**config.mk**
```make
export PLATFORM = sky130hd
export DESIGN_NAME = spi_sram_master
export DESIGN_NICKNAME = d
export VERILOG_FILES = /design/src/rtl/spi_sram_pkg.sv /design/src/rtl/spi_shift8.sv /design/src/rtl/spi_sram_master.sv
export SDC_FILE = /design/constraint.sdc
export NUM_CORES = 1
export LEC_CHECK = 0
export BUFFER_PORTS_ARGS = -buffer_cell sky130_fd_sc_hd__buf_2
export CAP_MARGIN = 0
export CORE_MARGIN = 2
export CORE_UTILIZATION = 45
export DETAILED_ROUTE_END_ITERATION = 16
export HOLD_SLACK_MARGIN = 0.12
export MAX_ROUTING_LAYER = met4
export PLACE_DENSITY = 0.65
export REMOVE_ABC_BUFFERS = 1
export SLEW_MARGIN = 20
export SYNTH_ARGS = -nofsm -noshare
export SYNTH_HDL_FRONTEND = slang
export SYNTH_SLANG_ARGS = --single-unit
```
**constraint.sdc**
```tcl
create_clock -name clk -period 2.4 [get_ports clk]
set_clock_uncertainty 0.2 [all_clocks]
set_input_delay 0.48 -clock clk [delete_from_list [all_inputs] [get_ports clk]]
set_output_delay 0.48 -clock clk [all_outputs]
set_load 0.005 [all_outputs]
```
**src/rtl/spi_sram_pkg.sv**
```systemverilog
// spi_sram_pkg: FSM state type, frame widths and default command bytes,
// shared by spi_sram_master and spi_sram_slave.
package spi_sram_pkg;

    typedef enum logic [1:0] {
        ST_IDLE = 2'd0,
        ST_HDR  = 2'd1,
        ST_DATA = 2'd2,
        ST_TAIL = 2'd3
    } state_t;

    localparam int HDR_W  = 32;
    localparam int ADDR_W = 24;

    localparam logic [7:0] CMD_READ_DEF  = 8'h83;
    localparam logic [7:0] CMD_WRITE_DEF = 8'h82;

endpackage

```
**src/rtl/spi_shift8.sv**
```systemverilog
// spi_shift8: 8-bit MSB-first shift register; load has priority over sample,
// sample (shift in sin) over plain shift (shift in zero).
module spi_shift8 (
    input  logic       clk,
    input  logic       rst_n,
    input  logic       load,
    input  logic       shift,
    input  logic       sample,
    input  logic       sin,
    input  logic [7:0] din,
    output logic [7:0] q
);

    logic [7:0] q_r;

    // Shift register state
    always_ff @(posedge clk) begin
        if (!rst_n) begin
            q_r <= 8'h00;
        end else if (load) begin
            q_r <= din;
        end else if (sample) begin
            q_r <= {q_r[6:0], sin};
        end else if (shift) begin
            q_r <= {q_r[6:0], 1'b0};
        end else begin
            q_r <= q_r;
        end
    end

    assign q = q_r;

endmodule

```
**src/rtl/spi_sram_master.sv**
```systemverilog
// spi_sram_master: SPI mode-0 master for serial SRAMs (command + 24-bit address, then data).
// Define SPI_SRAM_MASTER_BURST_EN to honour len; otherwise every transfer moves exactly one byte.
module spi_sram_master
    import spi_sram_pkg::*;
#(
    parameter logic [7:0] CMD_READ  = CMD_READ_DEF,
    parameter logic [7:0] CMD_WRITE = CMD_WRITE_DEF
) (
    input  logic              clk,
    input  logic              rst_n,
    input  logic              req,
    input  logic              wr,
    input  logic [ADDR_W-1:0] addr,
    input  logic [7:0]        len,
    output logic              busy,
    output logic              done,
    input  logic [7:0]        wdata,
    output logic              wdata_rd,
    output logic [7:0]        rdata,
    output logic              rdata_vld,
    output logic              sclk,
    output logic              cs_n,
    output logic              mosi,
    input  logic              miso
);

    state_t           state_r;
    logic             busy_r, done_r, cs_n_r, sclk_r, mosi_r;
    logic             wdata_rd_r, rdata_vld_r;
    logic [7:0]       rdata_r;
    logic             wr_r, phase_r, tail_cnt_r;
    logic [HDR_W-1:0] hdr_r;
    logic [HDR_W-1:0] hdr_init_s;
    logic [4:0]       hdr_cnt_r;
    logic [2:0]       bit_cnt_r;
    logic             last_byte_s;
    logic             sr_load_s, sr_shift_s, sr_sample_s;
    logic [7:0]       sr_q_s;
    logic             sr_msb_unused_s;

`ifdef SPI_SRAM_MASTER_BURST_EN
    logic [7:0] len_r;
    logic [7:0] byte_cnt_r;
    assign last_byte_s = (byte_cnt_r == len_r);
`else
    logic len_unused_s;
    assign len_unused_s = ^len;
    assign last_byte_s  = 1'b1;
`endif

    assign hdr_init_s      = {(wr ? CMD_WRITE : CMD_READ), addr};
    assign sr_msb_unused_s = sr_q_s[7];

    // Data shifter controls: everything happens on the edge that ends a bit (sclk high phase)
    always_comb begin
        sr_load_s   = 1'b0;
        sr_shift_s  = 1'b0;
        sr_sample_s = 1'b0;
        if (state_r == ST_HDR && phase_r && hdr_cnt_r == 5'd31) begin
            sr_load_s = wr_r;
        end else if (state_r == ST_DATA && phase_r) begin
            sr_sample_s = !wr_r;
            if (bit_cnt_r == 3'd7) begin
                sr_load_s = wr_r && !last_byte_s;
            end else begin
                sr_shift_s = wr_r;
            end
        end else begin
            sr_load_s = 1'b0;
        end
    end

    spi_shift8 u_shift (
        .clk    (clk),
        .rst_n  (rst_n),
        .load   (sr_load_s),
        .shift  (sr_shift_s),
        .sample (sr_sample_s),
        .sin    (miso),
        .din    (wdata),
        .q      (sr_q_s)
    );

    // Transaction FSM with registered SPI pins and handshake pulses
    always_ff @(posedge clk) begin
        if (!rst_n) begin
            state_r     <= ST_IDLE;
            busy_r      <= 1'b0;
            done_r      <= 1'b0;
            cs_n_r      <= 1'b1;
            sclk_r      <= 1'b0;
            mosi_r      <= 1'b0;
            wdata_rd_r  <= 1'b0;
            rdata_vld_r <= 1'b0;
            rdata_r     <= 8'h00;
            wr_r        <= 1'b0;
            phase_r     <= 1'b0;
            tail_cnt_r  <= 1'b0;
            hdr_r       <= '0;
            hdr_cnt_r   <= 5'd0;
            bit_cnt_r   <= 3'd0;
`ifdef SPI_SRAM_MASTER_BURST_EN
            len_r       <= 8'h00;
            byte_cnt_r  <= 8'h00;
`endif
        end else begin
            done_r      <= 1'b0;
            wdata_rd_r  <= 1'b0;
            rdata_vld_r <= 1'b0;
            case (state_r)
                ST_IDLE: begin
                    sclk_r <= 1'b0;
                    cs_n_r <= 1'b1;
                    mosi_r <= 1'b0;
                    busy_r <= 1'b0;
                    // done_r still high here blocks acceptance, giving cs_n two idle cycles
                    if (req && !done_r) begin
                        state_r   <= ST_HDR;
                        busy_r    <= 1'b1;
                        cs_n_r    <= 1'b0;
                        wr_r      <= wr;
                        hdr_r     <= hdr_init_s;
                        mosi_r    <= hdr_init_s[HDR_W-1];
                        hdr_cnt_r <= 5'd0;
                        phase_r   <= 1'b0;
`ifdef SPI_SRAM_MASTER_BURST_EN
                        len_r      <= len;
                        byte_cnt_r <= 8'h00;
`endif
                    end
                end
                ST_HDR: begin
                    if (!phase_r) begin
                        sclk_r  <= 1'b1;
                        phase_r <= 1'b1;
                    end else begin
                        sclk_r  <= 1'b0;
                        phase_r <= 1'b0;
                        if (hdr_cnt_r == 5'd31) begin
                            state_r    <= ST_DATA;
                            bit_cnt_r  <= 3'd0;
                            mosi_r     <= wr_r ? wdata[7] : 1'b0;
                            wdata_rd_r <= wr_r;
                        end else begin
                            hdr_cnt_r <= hdr_cnt_r + 5'd1;
                            hdr_r     <= hdr_r << 1'b1;
                            mosi_r    <= hdr_r[HDR_W-2];
                        end
                    end
                end
                ST_DATA: begin
                    if (!phase_r) begin
                        sclk_r  <= 1'b1;
                        phase_r <= 1'b1;
                    end else begin
                        sclk_r  <= 1'b0;
                        phase_r <= 1'b0;
                        if (bit_cnt_r == 3'd7) begin
                            bit_cnt_r <= 3'd0;
                            if (!wr_r) begin
                                rdata_r     <= {sr_q_s[6:0], miso};
                                rdata_vld_r <= 1'b1;
                            end
                            if (last_byte_s) begin
                                state_r    <= ST_TAIL;
                                tail_cnt_r <= 1'b0;
                                mosi_r     <= 1'b0;
                            end else begin
`ifdef SPI_SRAM_MASTER_BURST_EN
                                byte_cnt_r <= byte_cnt_r + 8'd1;
`endif
                                mosi_r     <= wr_r ? wdata[7] : 1'b0;
                                wdata_rd_r <= wr_r;
                            end
                        end else begin
                            bit_cnt_r <= bit_cnt_r + 3'd1;
                            mosi_r    <= wr_r ? sr_q_s[6] : 1'b0;
                        end
                    end
                end
                ST_TAIL: begin
                    sclk_r <= 1'b0;
                    mosi_r <= 1'b0;
                    if (!tail_cnt_r) begin
                        tail_cnt_r <= 1'b1;
                    end else begin
                        state_r <= ST_IDLE;
                        busy_r  <= 1'b0;
                        cs_n_r  <= 1'b1;
                        done_r  <= 1'b1;
                    end
                end
                default: begin
                    state_r <= ST_IDLE;
                    busy_r  <= 1'b0;
                    cs_n_r  <= 1'b1;
                    sclk_r  <= 1'b0;
                    mosi_r  <= 1'b0;
                end
            endcase
        end
    end

    assign busy      = busy_r;
    assign done      = done_r;
    assign cs_n      = cs_n_r;
    assign sclk      = sclk_r;
    assign mosi      = mosi_r;
    assign wdata_rd  = wdata_rd_r;
    assign rdata     = rdata_r;
    assign rdata_vld = rdata_vld_r;

endmodule

```
==> results.json <==
{
  "start_util_pct": 46.70,
  "area_delta_synth_final_pct": 18.52,
  "grtUsageTotal_pct": 18.54,
  "via_per_inst": 5.392,
  "pre_cts_ws_ns": 0.1616,
  "fmax_ghz": 0.4474,
  "antenna_left": 0,
  "final_common_cell": "dfxtp_1",
  "cts_tree": "built",
  "p_leak_nw": 1.442,
  "ir_drop_uv": 699.7,
  "n_antenna_cell": 0,
  "detail_route.wl_per_cell_um": 13.10,
  "finish.instance_area_um2": 3515,
  "finalCritPeriodShare_pct": 93.13,
  "drive_gt1_share_pct": 22.77,
  "maxCapViolCount": 0,
  "critPathKind": "reg2reg",
  "end_kind": "register",
  "die_w_um": 85.18,
  "io_buffers": 51,
  "coreArea_um2": 6350,
  "die_area_um2": 7255,
  "hold_path.class": "in2reg",
  "yosys.area.top_type_share_pct": 44.56,
  "drtIter0Drc": 95,
  "finalWirelength_um": 6012,
  "synth-main-ff-cell": "dfxtp_1",
  "clock_sinks": 66,
  "cts-root-buf": "clkbuf_8",
  "clock_path_buffers": 2,
  "grt_overflow_total": 0,
  "synthCells": 328,
  "worst_setup_path_start_kind": "register",
  "clk_latency_ns": 0.35,
  "finalHoldWorstSlack_ns": 0.1843,
  "syn_area_um2": 2965,
  "ios": 60,
  "hold_buffers": 0,
  "cts_setup_buffers": 0,
  "slew_viol_final": 0,
  "synth_edf_count": 0,
  "hold_violations": 0,
  "grt_pass1_wl_um": 10540,
  "ys_seq_elements": 66,
  "final_nets": 432,
  "drc": 0,
  "final_cell_mix": "66 x dfxtp_1, 53 x nand2_1, 51 x buf_2",
  "avgSynthCellArea_um2": 9.041,
  "yosysWarnings": 0,
  "slew_headroom_pct": 64.86,
  "antenna_found_initial": 0,
  "grt_start_max_net_pins": 33,
  "vias": 2475,
  "fp.dieH_um": 85.18,
  "setup_viol": 0,
  "status": "completed",
  "cts.clk_slew.worst_paths_ns": 0.07,
  "htree_levels": 3,
  "drt-pass1-iter-count": 4,
  "post_cts_resized": 0,
  "r2r_slack_ns": 0.16,
  "tightest_slew_ns": 0.5243,
  "power_density_nw_per_um2": 1113,
  "finalCoreUtilization_pct": 55.35,
  "cts_buffers": 9,
  "gp_congestion": 0.7940,
  "r2r_cells": 8,
  "finalCriticalPeriod_ns": 2.235,
  "critPathArrivalTime_ns": 2.27,
  "synth_cell_type_count": 47,
  "synth_seq_area_share_pct": 44.56,
  "fin_tns_setup_ns": 0,
  "crit_fanout": 32,
  "hpwlAfterDp_um": 4006,
  "critical_path_required_ns": 2.43,
  "place_area_um2": 3296,
  "synth_area_leader_cell": "dfxtp_1",
  "grt_pass1_vias": 2371,
  "hold_depth": 3,
  "synthArstFlopShare_pct": 0,
  "fillers": 626,
  "grt_setup_unrepaired": "false",
  "yosys-top-cells-area": "dfxtp_1 45%, mux2i_1 8.8%, nand2_1 6.7%",
  "finalWorstSetupSlack_ns": 0.1649,
  "row_count": 29
}
cell usage after synthesis (3+ instances only):
cell and count:
clkbuf_1 4, o22ai_1 9, nor2_1 35, a211oi_1 25, mux2i_1 26, buf_4 4
a21oi_1 15, nand2_1 53, nor2b_1 6, buf_1 4, nand2b_1 3, dfxtp_1 66
o21ai_0 9, ha_1 10, a31oi_1 6, inv_1 6, buf_2 9
worst max-delay path, stage by stage, from the launching register on:
cell and delay [ns]:
dfxtp_1 0.34, ha_1 0.21, and3_1 0.18, ha_1 0.24, nand3b_1 0.22, a22oi_4 0.24
buf_12 0.21, nand4_1 0.13, mux2i_1 0.13
path summary, 6_finish.rpt:
| path | start | end |
|---|---|---|
| max | hdr_cnt_r[0]$_SDFFE_PN0P_ | hdr_cnt_r[3]$_SDFFE_PN0P_ |
| min | wdata[3] | u_shift.q[3]$_SDFFE_PN0P_ |
| max reg2reg | hdr_cnt_r[0]$_SDFFE_PN0P_ | hdr_cnt_r[3]$_SDFFE_PN0P_ |
| min reg2reg | rdata[6]$_SDFFE_PN0P_ | rdata[6]$_SDFFE_PN0P_ |
flip-flops by register name (all words and copies together), names as in the netlist, 2 cells and up:
name	flops
hdr_cnt_r	5
rdata	8
bit_cnt_r	3
u_shift.q	7
state_r	2
hdr_r	31
power by group:
| part | internal (W) | total [W] | switching [W] |
|---|---|---|---|
| logic | 0.000635 | 0.00142 | 0.000789 |
| clock network | 0.000610 | 0.00104 | 0.000432 |
| registers | 0.00131 | 0.00144 | 0.000134 |
cells by family after synthesis:
group,synth area share (%)
AO/OA/AOI/OAI,19.07
AND/OR/NAND/NOR,18.69
multiplexers,8.776
flip-flops,44.56
buffers and inverters,4.683
adder cells (fa/ha/maj),4.219
stage by stage:
step / instances / total power, W
final: 459 / 0.003911
after global routing: 459 / 0.004175
after CTS: 459 / 0.003938
after detailed placement: 443 / 0.002880
after global placement: 443 / 0.002850
after floorplan: 306 / 0.002455
final cells by class:
| type | instances | area (µm²) | area share (%) |
|---|---|---|---|
| clock inverters | 5 | 77.57 | 2.207 |
| well taps | 77 | 96.34 | 2.741 |
| flip-flops and latches | 66 | 1321 | 37.59 |
| inverters | 6 | 22.52 | 0.6408 |
| repair buffers | 60 | 347.8 | 9.897 |
| multi-input cells | 234 | 1508 | 42.90 |
| clock buffers | 11 | 141.4 | 4.023 |
layer usage:
layer | track usage [%] | share of wire, % | vias up | wire length, µm
li1 | - | - | 1269 | -
met1 | 22.80 | 50 | 1120 | 2976
met2 | 28.27 | 43 | 70 | 2578
met3 | 5.156 | 5.5 | 16 | 328
met4 | 8.514 | 2.1 | 0 | 128
met5 | - | 0 | - | 0
Note: power is estimated with default switching activity, not from simulation.
